### config.mk
export PLATFORM = sky130hd
export DESIGN_NAME = router_switch_allocator_flat
export DESIGN_NICKNAME = d
export VERILOG_FILES = /design/src/rtl/router_switch_allocator_if.sv /design/src/rtl/router_switch_allocator.sv /design/src/flat_wrapper.sv
export SDC_FILE = /design/constraint.sdc
export NUM_CORES = 1
export LEC_CHECK = 0
export ABC_AREA = 1
export BUFFER_PORTS_ARGS = -buffer_cell sky130_fd_sc_hd__buf_2
export CORE_MARGIN = 3
export CORE_UTILIZATION = 40
export CTS_CLUSTER_DIAMETER = 30
export CTS_CLUSTER_SIZE = 8
export DETAILED_ROUTE_END_ITERATION = 7
export PLACE_DENSITY_LB_ADDON = 0.1
export SKIP_CTS_REPAIR_TIMING = 1
export SYNTH_ARGS = -nofsm -noshare
export SYNTH_HDL_FRONTEND = slang
export SYNTH_SLANG_ARGS = --single-unit
### constraint.sdc
create_clock -name clk -period 6.39 [get_ports clk]
set_input_delay 0.3195 -clock clk [delete_from_list [all_inputs] [get_ports clk]]
set_output_delay 0.3195 -clock clk [all_outputs]
set_load 0.05 [all_outputs]
### src/rtl/router_switch_allocator_if.sv
// Handshake bundle between the per-port input queues / routing stage and the switch allocator.
// Latency: none, wires only.
// Backpressure: out_ready per output port gates pop; pop is the only transfer strobe.
// Ports: req/req_port/req_tail/out_ready flow queue->allocator; grant_valid/grant_idx/
//        route_port/pop/stall_err/bad_dest flow allocator->datapath and queues.
interface router_switch_allocator_if #(
  parameter int N  = 5,
  parameter int IW = 3
);
  logic [N-1:0]    req;
  logic [N*IW-1:0] req_port;
  logic [N-1:0]    req_tail;
  logic [N-1:0]    out_ready;
  logic            grant_valid;
  logic [IW-1:0]   grant_idx;
  logic [IW-1:0]   route_port;
  logic [N-1:0]    pop;
  logic            stall_err;
  logic            bad_dest;

  // master: the allocator itself
  modport master (
    input  req, req_port, req_tail, out_ready,
    output grant_valid, grant_idx, route_port, pop, stall_err, bad_dest
  );

  // slave: the queues / routing stage around it
  modport slave (
    output req, req_port, req_tail, out_ready,
    input  grant_valid, grant_idx, route_port, pop, stall_err, bad_dest
  );
endinterface

### src/rtl/router_switch_allocator.sv
// Packet-level round-robin switch allocator: locks one input queue from head to tail flit.
// Latency: request to grant 1 cycle; pop is combinational in the locked state; 1 dead cycle after release.
// Backpressure: pop[grant_idx] fires only when the locked queue has a flit and out_ready[route_port] is high.
// Ports: clk, rst_n (async active-low), bus (master modport: requests in, grant/pop/error flags out).
module router_switch_allocator #(
  parameter int N         = 5,
  parameter int IW        = 3,
  parameter int STALL_MAX = 255
) (
  input  logic                        clk,
  input  logic                        rst_n,
  router_switch_allocator_if.master   bus
);

  localparam int            SW        = $clog2(STALL_MAX + 1);
  localparam logic [SW-1:0] STALL_LIM = SW'(STALL_MAX);
  localparam logic [IW-1:0] LAST_IDX  = IW'(N - 1);

  typedef enum logic {IDLE, LOCKED} state_t;

  state_t        state;
  logic [IW-1:0] ptr;
  logic          bubble;
  logic [SW-1:0] stall_cnt;
  logic          grant_valid_q;
  logic [IW-1:0] grant_idx_q;
  logic [IW-1:0] route_port_q;
  logic          stall_err_q;
  logic          bad_dest_q;

  logic [IW-1:0] port_of [N];
  logic          win_found;
  logic [IW-1:0] win_idx;
  logic [IW-1:0] win_port;
  logic          any_bad;
  logic [N-1:0]  pop_vec;
  logic          pop_any;

  for (genvar g = 0; g < N; g++) begin : g_port
    assign port_of[g] = bus.req_port[g*IW +: IW];
  end

  // Round-robin scan starting at ptr; requesters aimed at a nonexistent port are skipped.
  always_comb begin
    int            j;
    logic [IW-1:0] j_idx;
    j         = 0;
    j_idx     = '0;
    win_found = 1'b0;
    win_idx   = '0;
    win_port  = '0;
    any_bad   = 1'b0;
    for (int i = 0; i < N; i++) begin
      if (bus.req[i] && int'(port_of[i]) >= N) any_bad = 1'b1;
    end
    for (int k = 0; k < N; k++) begin
      j = int'(ptr) + k;
      if (j >= N) j = j - N;
      j_idx = IW'(j);
      if (!win_found && bus.req[j_idx] && int'(port_of[j_idx]) < N) begin
        win_found = 1'b1;
        win_idx   = j_idx;
        win_port  = port_of[j_idx];
      end
    end
  end

  // Only the locked queue may shift, and only when its latched output can accept a flit.
  always_comb begin
    pop_vec = '0;
    if (state == LOCKED && bus.req[grant_idx_q] && bus.out_ready[route_port_q])
      pop_vec[grant_idx_q] = 1'b1;
  end
  assign pop_any = |pop_vec;

  always_ff @(posedge clk or negedge rst_n) begin
    if (!rst_n) begin
      state         <= IDLE;
      ptr           <= '0;
      bubble        <= 1'b0;
      stall_cnt     <= '0;
      grant_valid_q <= 1'b0;
      grant_idx_q   <= '0;
      route_port_q  <= '0;
      stall_err_q   <= 1'b0;
      bad_dest_q    <= 1'b0;
    end else begin
      case (state)
        IDLE: begin
          stall_cnt <= '0;
          if (any_bad) bad_dest_q <= 1'b1;
          // The cycle right after a release is dead: arbitration resumes one cycle later.
          if (bubble) begin
            bubble <= 1'b0;
          end else if (win_found) begin
            state         <= LOCKED;
            grant_valid_q <= 1'b1;
            grant_idx_q   <= win_idx;
            route_port_q  <= win_port;
          end
        end
        LOCKED: begin
          if (pop_any) begin
            stall_cnt <= '0;
            if (bus.req_tail[grant_idx_q]) begin
              state         <= IDLE;
              grant_valid_q <= 1'b0;
              bubble        <= 1'b1;
              // Released queue drops to lowest priority for the next round.
              ptr           <= (grant_idx_q == LAST_IDX) ? '0 : grant_idx_q + 1'b1;
            end
          end else if (stall_cnt != STALL_LIM) begin
            stall_cnt <= stall_cnt + 1'b1;
            if (stall_cnt + 1'b1 == STALL_LIM) stall_err_q <= 1'b1;
          end
        end
        default: state <= IDLE;
      endcase
    end
  end

  assign bus.grant_valid = grant_valid_q;
  assign bus.grant_idx   = grant_idx_q;
  assign bus.route_port  = route_port_q;
  assign bus.pop         = pop_vec;
  assign bus.stall_err   = stall_err_q;
  assign bus.bad_dest    = bad_dest_q;

endmodule
### src/flat_wrapper.sv
// flat-port wrapper written by rule: the top's interface ports become plain ports
module router_switch_allocator_flat 
#(
  parameter int N         = 5,
  parameter int IW        = 3,
  parameter int STALL_MAX = 255
)
  (clk, rst_n, bus_req, bus_req_port, bus_req_tail, bus_out_ready, bus_grant_valid, bus_grant_idx, bus_route_port, bus_pop, bus_stall_err, bus_bad_dest);
  router_switch_allocator_if #(.N(N), .IW(IW)) bus_i ();
  input  logic clk;
  input  logic rst_n;
  input wire logic [$bits(bus_i.req)-1:0] bus_req;
  input wire logic [$bits(bus_i.req_port)-1:0] bus_req_port;
  input wire logic [$bits(bus_i.req_tail)-1:0] bus_req_tail;
  input wire logic [$bits(bus_i.out_ready)-1:0] bus_out_ready;
  output wire logic [$bits(bus_i.grant_valid)-1:0] bus_grant_valid;
  output wire logic [$bits(bus_i.grant_idx)-1:0] bus_grant_idx;
  output wire logic [$bits(bus_i.route_port)-1:0] bus_route_port;
  output wire logic [$bits(bus_i.pop)-1:0] bus_pop;
  output wire logic [$bits(bus_i.stall_err)-1:0] bus_stall_err;
  output wire logic [$bits(bus_i.bad_dest)-1:0] bus_bad_dest;
  assign bus_i.req = bus_req;
  assign bus_i.req_port = bus_req_port;
  assign bus_i.req_tail = bus_req_tail;
  assign bus_i.out_ready = bus_out_ready;
  assign bus_grant_valid = bus_i.grant_valid;
  assign bus_grant_idx = bus_i.grant_idx;
  assign bus_route_port = bus_i.route_port;
  assign bus_pop = bus_i.pop;
  assign bus_stall_err = bus_i.stall_err;
  assign bus_bad_dest = bus_i.bad_dest;
  router_switch_allocator #(.N(N), .IW(IW), .STALL_MAX(STALL_MAX)) u_core (.clk(clk), .rst_n(rst_n), .bus(bus_i));
endmodule
After elaboration in Yosys (flattened, before gate mapping)
Cells that the tools add are included.
{"block": "word_totals", "reg_bits": 22, "inputBits": 32, "elab_cells": 168}
{"block": "op_classes", "add_sub_neg": 11, "order_cmp": 28, "eq_ne": 8, "n_mux": 76, "n_bitwise": 8, "reduce_logical": 28}
{"op": "2-to-1 mux 3 bit", "count": 26}
{"op": "binary-select mux 3 bit (select 3 bit)", "count": 5}
{"op": "2-to-1 mux 1 bit", "count": 29}
{"op": "less-than comparator 3 x 4 -> 1 bit (second input constant)", "count": 7}
{"op": "binary-select mux 1 bit (select 3 bit)", "count": 8}
{"op": ">= comparator 4 bit (second input constant)", "count": 5}
{"op": "inverter 3 -> 4 bit", "count": 5}
{"op": ">= comparator 3 bit (second input constant)", "count": 6}
{"op": "logical AND 1 bit", "count": 17}
{"op": ">= comparator 4 x 3 -> 1 bit (second input constant)", "count": 4}
{"op": "2-to-1 mux 8 bit", "count": 2}
{"op": "case mux 8 bit (2 select lines)", "count": 1}
{"op": "less-than comparator 3 bit (second input constant)", "count": 5}
{"op": "subtractor 3 bit (second input constant)", "count": 5}
{"op": "adder 3 x 2 -> 4 bit (second input constant)", "count": 2}
{"op": "adder 8 x 1 -> 8 bit (second input constant)", "count": 1}
{"op": "== test 8 bit (second input constant)", "count": 1}
{"op": "inequality test 8 bit (second input constant)", "count": 1}
{"op": "AND reduction 4 bit", "count": 2}
{"op": "inequality test 2 bit (second input constant)", "count": 3}
{"op": "case mux 1 bit (2 select lines)", "count": 3}
{"op": "AND reduction 3 bit", "count": 2}
{"op": "2-to-1 mux 5 bit", "count": 1}
{"op": "OR reduction 5 bit", "count": 1}
{"op": "11 further kinds", "count": 17}

Logic depth before layout (Yosys ltp)
Gate-level depths: netlist (run 1).
{"block": "depth", "word_depth": 28, "depth_mapped": 22, "depth_no_buf": 22}

Least setup slack after synthesis (run 1)
OpenSTA, ideal clock, no wires.
{"block": "synth_timing", "path_type": "flip-flop to output port", "startpoint": "register u_core.grant_idx_q[2], in the netlist u_core.bus.grant_idx[2]", "endpoint": "output bus_pop[4]", "t_arrival_ns": 2.638, "setup_slack_ns": 3.433, "path_stages_with_launch": 8, "n_path_buf": 1, "path_cell_list": "dfrtp_1 -> clkbuf_1 -> inv_1 -> o32ai_1 -> o31ai_1 -> nor2_1 -> inv_1 -> nor3_1"}
{"block": "synth_via", "elab_chain_cells": 5, "word_cells_on_any_way": 10}
{"item": "start, declared", "line": "router_switch_allocator.sv:26", "rtl": "logic [IW-1:0] grant_idx_q;"}
{"item": "start signal, assigned", "line": "router_switch_allocator.sv:98", "rtl": "grant_idx_q <= win_idx;"}
{"item": "less-than comparator 3 x 4 -> 1 bit (not written as such), or another cell as far along", "line": "router_switch_allocator.sv:72", "rtl": "pop_vec[grant_idx_q] = 1'b1;"}
{"item": "logical AND 1 bit (not written as such) / 2-to-1 mux 1 bit (equally long branches)", "line": "router_switch_allocator.sv:72, router_switch_allocator.sv:71"}
{"item": "2-to-1 mux 1 bit (not written as such) / logical AND 1 bit (equally long branches)", "line": "router_switch_allocator.sv:72, router_switch_allocator.sv:71"}
{"item": "demux 1 bit (select 3 bit) / logical AND 1 bit (equally long branches)"}
{"item": "2-to-1 mux 5 bit (*)", "line": "router_switch_allocator.sv:71", "rtl": "if (state == LOCKED && bus.req[grant_idx_q] && bus.out_ready[route_port_q])"}
{"item": "end, declared", "line": "flat_wrapper.sv:19", "rtl": "output wire logic [$bits(bus_i.pop)-1:0] bus_pop;"}
Mark *: on every way between the ends. The rest lies on a longest branch, timed or not. The select of a mux whose other input is x is not followed.

Worst setup path after layout (run 1)
{"block": "layout_timing", "startpoint": "register u_core.ptr[0]", "endpoint": "register u_core.grant_idx_q[2], in the netlist u_core.bus.grant_idx[2]"}
{"block": "layout_via", "elab_chain_cells": 26, "word_cells_on_any_way": 78}
{"item": "start, declared", "line": "router_switch_allocator.sv:22", "rtl": "logic [IW-1:0] ptr;"}
{"item": "start signal, assigned", "line": "router_switch_allocator.sv:110", "rtl": "ptr <= (grant_idx_q == LAST_IDX) ? '0 : grant_idx_q + 1'b1;"}
{"item": "parallel branches: the longest is 26 deep, another holds adder 3 x 1 -> 4 bit"}
Several ways; the timed one is not identified. The select of a mux whose other input is x is not followed.
A chain may end at the register's enable or synchronous reset.

==> results of run 1 <==
-- state kept, by name, indices dropped and copies added, names as in the netlist --
signal	count
u_core.bus.stall_err	1
u_core.bus.grant_valid	1
u_core.stall_cnt	8
u_core.bubble	1
u_core.bus.route_port	3
u_core.ptr	3
u_core.bus.grant_idx	3
u_core.bus.bad_dest	1
u_core.state	1
-- cells in the final DEF, fill, tap and decap left out, types with 3 or more instances in the layout --
| cell type | n |
|---|---|
| sky130_fd_sc_hd__o21ai_2 | 5 |
| sky130_fd_sc_hd__o211ai_1 | 13 |
| sky130_fd_sc_hd__ha_1 | 12 |
| sky130_fd_sc_hd__dfrtp_1 | 22 |
| sky130_fd_sc_hd__o21ai_0 | 26 |
| sky130_fd_sc_hd__nand4_1 | 12 |
| sky130_fd_sc_hd__o22ai_1 | 5 |
| sky130_fd_sc_hd__a21oi_1 | 17 |
| sky130_fd_sc_hd__nand3_1 | 55 |
| sky130_fd_sc_hd__inv_1 | 54 |
| sky130_fd_sc_hd__nand2_4 | 5 |
| sky130_fd_sc_hd__nor2_2 | 3 |
| sky130_fd_sc_hd__nand2_2 | 17 |
| sky130_fd_sc_hd__nor2_4 | 3 |
| sky130_fd_sc_hd__o21ai_1 | 11 |
| sky130_fd_sc_hd__nand3b_1 | 3 |
| sky130_fd_sc_hd__nand2_1 | 161 |
| sky130_fd_sc_hd__clkbuf_8 | 3 |
| sky130_fd_sc_hd__nor2_1 | 36 |
| sky130_fd_sc_hd__inv_2 | 7 |
| sky130_fd_sc_hd__nand3_2 | 4 |
| sky130_fd_sc_hd__xor2_1 | 6 |
| sky130_fd_sc_hd__buf_2 | 45 |
| sky130_fd_sc_hd__nor3_1 | 7 |
-- kinds of logic after synthesis --
family                     Yosys count
and+or+nand+nor                    312
buffers and inverters               69
xor gates and xnor gates             8
AOI/OAI and AO/OA                   90
DFF                                 22
adders and majority gates           13
-- area by class of cell --
cell class | count | area share
Clock buffer | 3 | 0.0117
Tap cell | 99 | 0.0352
Multi-Input combinational cell | 423 | 0.657
Inverter | 62 | 0.0669
Timing Repair Buffer | 45 | 0.0641
Sequential cell | 22 | 0.157
Clock inverter | 1 | 0.00854
-- per-layer routing --
metal / global-route usage / routed length, µm / up-vias
met5: 0 / 0 / -
met4: 0.0192 / 66 / 0
met3: 0.0215 / 410 / 7
met2: 0.338 / 4250 / 103
met1: 0.320 / 4600 / 1591
li1: - / - / 1794
-- final timing paths --
kind,endpoint,slack (ns),from
max,u_core.bus.grant_idx[2]$_DFFE_PN0P_,2.88,u_core.ptr[0]$_DFFE_PN0P_
min,u_core.stall_cnt[0]$_DFFE_PN0P_,0.02,rst_n
max reg2reg,u_core.bus.grant_idx[2]$_DFFE_PN0P_,2.88,u_core.ptr[0]$_DFFE_PN0P_
min reg2reg,u_core.bus.stall_err$_DFFE_PN0P_,0.46,u_core.bus.stall_err$_DFFE_PN0P_
max in group asynchronous,u_core.bubble$_DFFE_PN0P_,6.02,rst_n
min in group clk,u_core.bus.stall_err$_DFFE_PN0P_,0.46,u_core.bus.stall_err$_DFFE_PN0P_
-- through the flow --
step	cell area (µm²)	hold WS (ns)	std cells	util
6_report	3510	0.0204	655	0.472
4_1_cts	3510	0.0295	655	0.472
5_1_grt	3510	0.0405	655	0.472
3_3_place_gp	3440	0.326	651	0.462
3_5_place_dp	3440	0.321	651	0.462
2_1_floorplan	3150	0.0239	514	-
==> out/summary.log, run 1 <==
[run_status] outcome finished clean
[sta] Clock Skew 0.0108 ns
[grt] number of global-route vias before repair 3079
[setup_path] WP data required 6.59 ns
[logic_synthesis] sequential fraction of the synthesis area 0.175
[cells_and_area] layout cells sized above 1 0.187
[logic_synthesis] compound-gate portion of the synthesized area 0.184
[sta] unrepaired setup endpoints after global routing false
[logic_synthesis] async set-or-reset flop fraction in the synthesized netlist 1.00
[cells_and_area] Area Overhead vs Synth 11.5%
[logic_synthesis] area share of the largest cell type after synthesis 0.192
[grt] global route total overflow 0
[sta] Rel. slew slack 0.487
[grt] number of antenna violations at the first check in global routing 0
[drt] remaining number of nets flagged by the antenna check after routing 0
[setup_path] kind of start point of the critical path flip-flop
[setup_path] crit end category flip-flop
[setup_path] crit path buf inv count 3
[grt] GRT Total Usage 0.213
[clocking] CTS tree done
[grt] wire length of the first global-routing pass 15.4 mm
[floorplan] initial standard-cell utilization of the core 0.423
[logic_synthesis] netlist area before placement 0.00315 mm²
[logic_synthesis] average footprint of a synthesized cell 6.13 µm²
[clocking] clock tree buffer depth 2
[setup_path] type of the worst setup path reg -> reg
[setup_path] cell depth of the worst setup path 19
[cells_and_area] count of inserted antenna diode cells 0
[logic_synthesis] leading cell types by total area after synthesis sky130_fd_sc_hd__nand2_1, sky130_fd_sc_hd__dfrtp_1, sky130_fd_sc_hd__nand3_1
[setup_path] cell repeated most along the worst path sky130_fd_sc_hd__nand2_1
[job] number of max-cap violations 0
[clocking] clock root buffer master sky130_fd_sc_hd__clkbuf_8
[logic_synthesis] Simple-Gate Fraction of Synth Area 0.470
[placement] port buffer count 45
[clocking] number of CTS-inserted buffers 3
[floorplan] width of the chip 94.8 µm
[placement] HPWL Detailed 7.64 mm
[cells_and_area] net count of the finished layout 602
[setup_path] CP arrival 3.70 ns
[drt] via/cell ratio 5.34
[sta] Final Hold Violating Endpoints 0
[logic_synthesis] post-synthesis net count 559
[logic_synthesis] total of warnings raised by yosys 0
[logic_synthesis] total of flip-flops plus latches after synthesis 22
[sta] Max Clk Rate 0.285 GHz
[placement] Placer Congestion 0.893
[clocking] insertion delay of the later-clocked pin in the worst-skew pair 0.27 ns
[drt] Detailed Routing Iterations Pass 1 5
[sta] transition time at the pin with the least slew margin 0.761 ns
[logic_synthesis] most used standard cells in the synthesized netlist sky130_fd_sc_hd__nand2_1, sky130_fd_sc_hd__nand3_1, sky130_fd_sc_hd__inv_1, sky130_fd_sc_hd__nor2_1, sky130_fd_sc_hd__o21ai_0
[logic_synthesis] post-synthesis share of cell area spent on full adders, half adders and majority gates 0.0540
[sta] final setup vio count 0
[logic_synthesis] share of cell area taken by muxes after synthesis 0
[logic_synthesis] library cell with the highest instance count after synthesis sky130_fd_sc_hd__nand2_1
[sta] setup slack after layout 2.88 ns
[sta] part of the cycle the worst path needs 0.549
[logic_synthesis] cell type with the highest aggregate area in the netlist sky130_fd_sc_hd__nand2_1
[floorplan] die span in y 94.8 µm
[setup_path] slowest stage delay, CP 0.57 ns
[setup_path] highest net fanout along the worst path 13
[setup_path] slowest stage cell on the critical path sky130_fd_sc_hd__dfrtp_1
[cells_and_area] number of fill cells in the layout 799
[setup_path] Reg2Reg Depth 19
[drt] drt drc 0
[drt] post-DR wirelength/cell 14.2 µm
[setup_path] cells along the critical path inv_2, ha_1, inv_1, fa_1, inv_1, nand2_2, o21ai_1, nand3_1, nand2_1, nand2_1, nand2_1, nand2_1, a21oi_1, nand3_2, nor2_1, nor2_1, nand3_1, nand2_1, nand2_1
[logic_synthesis] cell count after synthesis 514
[floorplan] Placement Rows 31
[floorplan] number of primary I/O pins 46
[clocking] Num Clock Sinks 22
[clocking] number of levels the H-tree was split into 1
[cells_and_area] flip-flop and latch area 551 µm²
[placement] Setup WS pre-CTS 3.01 ns
[setup_path] family with the most delay on the worst path simple AND/OR/NAND/NOR gates
[drt] total length of routed wires 9.33 mm
[logic_synthesis] Netlist cell types 46
[cells_and_area] area of the multi-input gates 0.00231 mm²
[logic_synthesis] Synth Area in XOR/XNOR 0.0246
[floorplan] Die Outline Area 0.00898 mm²
[logic_synthesis] largest family of logic cells by synthesized area simple AND/OR/NAND/NOR gates
[clocking] clock slew seen by the registers of the worst setup and hold paths 0.09 ns
[sta] max-slew violation count 0
[logic_synthesis] number of enable flip-flop cells after synthesis 0
[grt] largest net degree at the start of global routing 23
[sta] Setup Total Neg Slack 0 ns
[floorplan] core region area 0.00745 mm²
[hold_path] Worst Hold Class in -> async
[logic_synthesis] dominant register cell in the synthesized netlist sky130_fd_sc_hd__dfrtp_1
[sta] minimum period implied by the final worst setup slack 3.51 ns
[drt] via total after detailed routing 3495
[drt] Detailed Route Iter0 Violations 305
Power of run 1 is left out: the tool's default activity adds up to more than one toggle a clock period on the data nets, which glitch-free logic cannot reach.
==> inputs of run 2 (changes only) <==
==> constraint.sdc (replaced) <==
create_clock -name clk -period 3.55 [get_ports clk]
set_input_delay 0.1775 -clock clk [delete_from_list [all_inputs] [get_ports clk]]
set_output_delay 0.1775 -clock clk [all_outputs]
set_load 0.05 [all_outputs]
==> run 2 against run 1 <==
  * Register-to-register slack worse by 2.6 ns
  * Non-clock buffer count increased by 4
  * Flip-flop and latch count did not move
  * Critical path type unchanged
  * Critical endpoint is now u_core.bus.grant_idx[0]$_DFFE_PN0P_
  * Largest cell class unchanged
==> out/summary.log, run 2 (synthesis results as in run 1) <==
[cells_and_area] count of inserted antenna diode cells 0
[placement] port buffer count 45
[sta] Setup Total Neg Slack 0 ns
[setup_path] highest net fanout along the worst path 10
[clocking] number of levels the H-tree was split into 1
[sta] Rel. slew slack 0.485
[grt] number of antenna violations at the first check in global routing 0
[setup_path] type of the worst setup path reg -> reg
[clocking] number of CTS-inserted buffers 3
[sta] max-slew violation count 0
[drt] Detailed Route Iter0 Violations 263
[setup_path] WP data required 3.71 ns
[setup_path] cell repeated most along the worst path sky130_fd_sc_hd__nand2_1
[clocking] clock slew seen by the registers of the worst setup and hold paths 0.09 ns
[drt] via total after detailed routing 3500
[cells_and_area] most frequent standard cell in the layout excluding fill and tap cells sky130_fd_sc_hd__nand2_1
[cells_and_area] flip-flop count of the largest register after layout 8
[floorplan] Placement Rows 31
[sta] unrepaired setup endpoints after global routing false
[setup_path] family with the most delay on the worst path simple AND/OR/NAND/NOR gates
[setup_path] crit path buf inv count 1
[drt] via/cell ratio 5.31
[floorplan] initial standard-cell utilization of the core 0.423
[sta] part of the cycle the worst path needs 0.913
[sta] Clock Skew 0.00457 ns
[sta] final setup vio count 0
[setup_path] cells along the critical path inv_1, ha_1, nand2_2, nand2_4, o21ai_0, nand3_1, nand2_1, nand2_1, nand2_1, nand2_1, nand2_1, nand2_4, nand3_2, nor2_1, nor2_1, nand3_1, nand2_1, nand2_1
[cells_and_area] Area Overhead vs Synth 12.9%
[sta] transition time at the pin with the least slew margin 0.765 ns
[setup_path] crit end category flip-flop
[setup_path] slowest stage delay, CP 0.62 ns
[cells_and_area] number of fill cells in the layout 822
[cells_and_area] layout cells sized above 1 0.196
[drt] Detailed Routing Iterations Pass 1 5
[clocking] clock root buffer master sky130_fd_sc_hd__clkbuf_8
[grt] number of global-route vias before repair 3229
[setup_path] kind of start point of the critical path flip-flop
[floorplan] die span in y 94.8 µm
[clocking] CTS tree done
[sta] Final Hold Violating Endpoints 0
[floorplan] number of primary I/O pins 46
[grt] wire length of the first global-routing pass 15.6 mm
[setup_path] CP arrival 3.40 ns
[clocking] clock tree buffer depth 2
[grt] GRT Total Usage 0.217
[sta] Max Clk Rate 0.309 GHz
[floorplan] width of the chip 94.8 µm
[drt] total length of routed wires 9.46 mm
[run_status] outcome finished clean
[grt] global route total overflow 0
[placement] HPWL Detailed 7.81 mm
[clocking] insertion delay of the later-clocked pin in the worst-skew pair 0.27 ns
[drt] remaining number of nets flagged by the antenna check after routing 0
[grt] largest net degree at the start of global routing 23
[clocking] Num Clock Sinks 22
[cells_and_area] commonest cells after routing, fill and taps aside sky130_fd_sc_hd__nand2_1, sky130_fd_sc_hd__nand3_1, sky130_fd_sc_hd__inv_1
[cells_and_area] net count of the finished layout 606
[hold_path] Worst Hold Class in -> reg
[cells_and_area] largest register by flop count u_core.stall_cnt
[floorplan] Die Outline Area 0.00898 mm²
[job] number of max-cap violations 0
[drt] post-DR wirelength/cell 14.4 µm
[drt] drt drc 0
[setup_path] slowest stage cell on the critical path sky130_fd_sc_hd__o21ai_0
[floorplan] core region area 0.00745 mm²
[placement] Placer Congestion 0.893
[sta] minimum period implied by the final worst setup slack 3.24 ns
## run 2: worst min-delay path, stage by stage
cell and delay [ns]:
sky130_fd_sc_hd__buf_2 0.09, sky130_fd_sc_hd__nor2_1 0.09, sky130_fd_sc_hd__nor3_1 0.05, sky130_fd_sc_hd__nand2_1 0.11, sky130_fd_sc_hd__nand2_1 0.06
## run 2: metrics by stage
step,util,hold WS [ns],setup slack [ns],instance area [µm²],cells
finish,0.478,0.358,0.310,3560,659
global route,0.478,0.412,0.0312,3560,659
CTS,0.475,-0.114,0.271,3540,658
detailed placement,0.465,0.184,0.294,3470,654
global placement,0.465,0.186,0.263,3470,654
floorplan,-,-0.118,0.735,3150,514
## run 2: final cells by class
class | instances | area (µm²) | share of cell area
clock buffers | 3 | 41.3 | 0.0116
multi-input cells | 423 | 2320 | 0.652
well taps | 99 | 124 | 0.0348
repair buffers | 49 | 258 | 0.0724
flip-flops and latches | 22 | 551 | 0.155
inverters | 62 | 235 | 0.0661
clock inverters | 1 | 30.0 | 0.00844
## run 2: final timing paths
check	from	endpoint	slack [ns]	cells past startpoint
max in group asynchronous	rst_n	u_core.bus.route_port[0]$_DFFE_PN0P_	2.79	2
min in group asynchronous	rst_n	u_core.bus.grant_valid$_DFFE_PN0P_	0.42	2
worst max register to register	u_core.ptr[1]$_DFFE_PN0P_	u_core.bus.grant_idx[0]$_DFFE_PN0P_	0.31	18
worst max-delay path	u_core.ptr[1]$_DFFE_PN0P_	u_core.bus.grant_idx[0]$_DFFE_PN0P_	0.31	18
worst min-delay path	bus_req_tail[3]	u_core.bubble$_DFFE_PN0P_	0.36	5
worst min register to register	u_core.bus.stall_err$_DFFE_PN0P_	u_core.bus.stall_err$_DFFE_PN0P_	0.47	1
## run 2: metal layers
metal	vias to the layer above	routed length, µm	track usage
li1	1800	-	-
met1	1613	4510	0.303
met2	79	4480	0.369
met3	8	355	0.0215
met4	0	113	0.0313
met5	-	0	0
Power of run 2 is left out for the same reason.
==> inputs of run 3 (changes only) <==
--- a/config.mk
+++ b/config.mk
@@ -9,6 +9,7 @@
 export BUFFER_PORTS_ARGS = -buffer_cell sky130_fd_sc_hd__buf_2
 export CORE_MARGIN = 3
 export CORE_UTILIZATION = 40
+export CTS_BUF_LIST = sky130_fd_sc_hd__clkbuf_2
 export CTS_CLUSTER_DIAMETER = 30
 export CTS_CLUSTER_SIZE = 8
 export DETAILED_ROUTE_END_ITERATION = 7
==> run 3 against run 2 <==
  * Global-route usage is 0.12 points lower
  * Clock skew rose by 0.0081 ns
  * Die area stayed put
  * Routed wire length fell by 0.20%
  * First-iteration DRC count is 2.7% lower
  * Utilization fell by 0.39 points
  * Non-clock buffer count unchanged
  * Flip-flop and latch count unchanged
  * Final area shrank 0.81%
  * Cell count unchanged
  * Largest cell class unchanged
  * Critical path depth unchanged
  * Critical endpoint unchanged
  * Via count increased by 0.71%
==> out/summary.log, run 3 (synthesis results as in run 1) <==
[sta] unrepaired setup endpoints after global routing false
[sta] part of the cycle the worst path needs 0.904
[sta] setup slack after layout 0.341 ns
[drt] Detailed Route Iter0 Violations 256
[placement] port buffer count 45
[setup_path] capture point of the critical path u_core.bus.grant_idx[0]$_DFFE_PN0P_
[setup_path] kind of start point of the critical path flip-flop
[clocking] clock slew seen by the registers of the worst setup and hold paths 0.22 ns
[grt] GRT Total Usage 0.216
[cells_and_area] layout cells sized above 1 0.196
[run_status] outcome finished clean
[cells_and_area] flip-flop and latch area 552 µm²
[cells_and_area] commonest cells after routing, fill and taps aside sky130_fd_sc_hd__nand2_1, sky130_fd_sc_hd__nand3_1, sky130_fd_sc_hd__inv_1
[floorplan] core region area 0.00745 mm²
[hold_path] worst min-delay path startpoint bus_req_tail[3]
[cells_and_area] final std cells w/o fill 659
[cells_and_area] net count of the finished layout 606
[placement] number of placed instances, taps included 654
[setup_path] reg-to-reg startpoint u_core.ptr[1]$_DFFE_PN0P_
[cells_and_area] count of inserted antenna diode cells 0
[setup_path] slack of the worst reg-to-reg path 0.34 ns
[setup_path] highest net fanout along the worst path 10
[clocking] clock tree buffer depth 2
[setup_path] Reg2Reg Capture Point u_core.bus.grant_idx[0]$_DFFE_PN0P_
[drt] via/cell ratio 5.35
[floorplan] die span in y 94.8 µm
[cells_and_area] area of all placed cells without fillers 0.00353 mm²
[job] number of max-cap violations 0
[setup_path] beginning of the critical path u_core.ptr[1]$_DFFE_PN0P_
[drt] via total after detailed routing 3525
[floorplan] Die Outline Area 0.00898 mm²
[clocking] number of levels the H-tree was split into 1
[cells_and_area] area of the multi-input gates 0.00232 mm²
[drt] total length of routed wires 9.44 mm
[hold_path] Worst Hold Class in -> reg
[drt] post-DR wirelength/cell 14.3 µm
[cells_and_area] number of fill cells in the layout 831
[clocking] Num Clock Sinks 22
[sta] Clock Skew 0.0127 ns
[clocking] CTS tree done
[floorplan] initial standard-cell utilization of the core 0.423
[placement] HPWL Detailed 7.81 mm
[floorplan] width of the chip 94.8 µm
[sta] Rel. slew slack 0.513
[setup_path] crit end category flip-flop
[sta] minimum period implied by the final worst setup slack 3.21 ns
[cells_and_area] flip-flop count of the largest register after layout 8
[grt] global route total overflow 0
[placement] Setup WS pre-CTS 0.294 ns
[drt] drt drc 0
[sta] transition time at the pin with the least slew margin 0.723 ns
[setup_path] CP arrival 3.45 ns
[cells_and_area] Area Overhead vs Synth 12.0%
[sta] max-slew violation count 0
[cells_and_area] largest register by flop count u_core.stall_cnt
[clocking] insertion delay of the later-clocked pin in the worst-skew pair 0.33 ns
[sta] Max Clk Rate 0.312 GHz
[clocking] number of CTS-inserted buffers 3
[setup_path] WP data required 3.80 ns
[drt] Detailed Routing Iterations Pass 1 7
[sta] Setup Total Neg Slack 0 ns
[grt] number of antenna violations at the first check in global routing 0
[clocking] clock root buffer master sky130_fd_sc_hd__clkbuf_2
[placement] placed instance area 0.00347 mm²
[floorplan] number of primary I/O pins 46
[placement] Placer Congestion 0.893
[setup_path] Reg2Reg Depth 18
[grt] wire length of the first global-routing pass 15.6 mm
[setup_path] type of the worst setup path reg -> reg
[grt] number of global-route vias before repair 3226
[grt] largest net degree at the start of global routing 23
[cells_and_area] most frequent standard cell in the layout excluding fill and tap cells sky130_fd_sc_hd__nand2_1
[floorplan] Placement Rows 31
[sta] Final Hold Violating Endpoints 0
[drt] remaining number of nets flagged by the antenna check after routing 0
[sta] final setup vio count 0
-- run 3: how the worst min path moves through the flow --
stage | cells after the start | slack (ns) | end
3_3_place_gp | 1 | 0.19 | u_core.bus.grant_idx[1]$_DFFE_PN0P_
2_1_floorplan | 0 | -0.12 | u_core.bubble$_DFFE_PN0P_
4_1_cts | 1 | -0.24 | u_core.bus.bad_dest$_DFFE_PN0P_
6_report | 5 | 0.27 | u_core.bubble$_DFFE_PN0P_
3_5_place_dp | 1 | 0.18 | u_core.bus.grant_idx[2]$_DFFE_PN0P_
5_1_grt | 5 | 0.29 | u_core.bubble$_DFFE_PN0P_
-- run 3: critical path: stages, from the launching register on --
cell and delay [ns]:
sky130_fd_sc_hd__dfrtp_2 0.51, sky130_fd_sc_hd__inv_1 0.18, sky130_fd_sc_hd__ha_1 0.27, sky130_fd_sc_hd__ha_1 0.54, sky130_fd_sc_hd__nand2_1 0.10, sky130_fd_sc_hd__o21ai_1 0.34, sky130_fd_sc_hd__inv_2 0.13, sky130_fd_sc_hd__nand2_1 0.12
sky130_fd_sc_hd__nand2_1 0.05, sky130_fd_sc_hd__nand2_1 0.06, sky130_fd_sc_hd__nand2_1 0.07, sky130_fd_sc_hd__nand2_4 0.15, sky130_fd_sc_hd__inv_2 0.09, sky130_fd_sc_hd__nand2_1 0.07, sky130_fd_sc_hd__nand2_1 0.05, sky130_fd_sc_hd__nor2_1 0.17
sky130_fd_sc_hd__nand3_1 0.10, sky130_fd_sc_hd__nand2_1 0.07, sky130_fd_sc_hd__nand2_1 0.05
-- run 3: layout make-up --
cell class              count  area share
well taps                  99      0.0351
repair buffers             49      0.0730
clock inverters             1     0.00851
multi-input cells         423       0.656
clock buffers               3     0.00425
inverters                  62      0.0666
flip-flops and latches     22       0.156
-- run 3: per-layer routing --
layer / GRT usage / wire [µm] / vias up
met2: 0.366 / 4500 / 91
met4: 0.0313 / 114 / 0
met5: 0 / 0 / -
met1: 0.303 / 4430 / 1627
met3: 0.0191 / 398 / 10
li1: - / - / 1797
-- run 3: through the flow --
step / hold slack (ns) / utilization
after floorplan: -0.118 / -
after global placement: 0.186 / 0.465
after detailed placement: 0.184 / 0.465
after CTS: -0.242 / 0.471
after global routing: 0.289 / 0.474
final: 0.273 / 0.474
Power of run 3 is left out for the same reason.
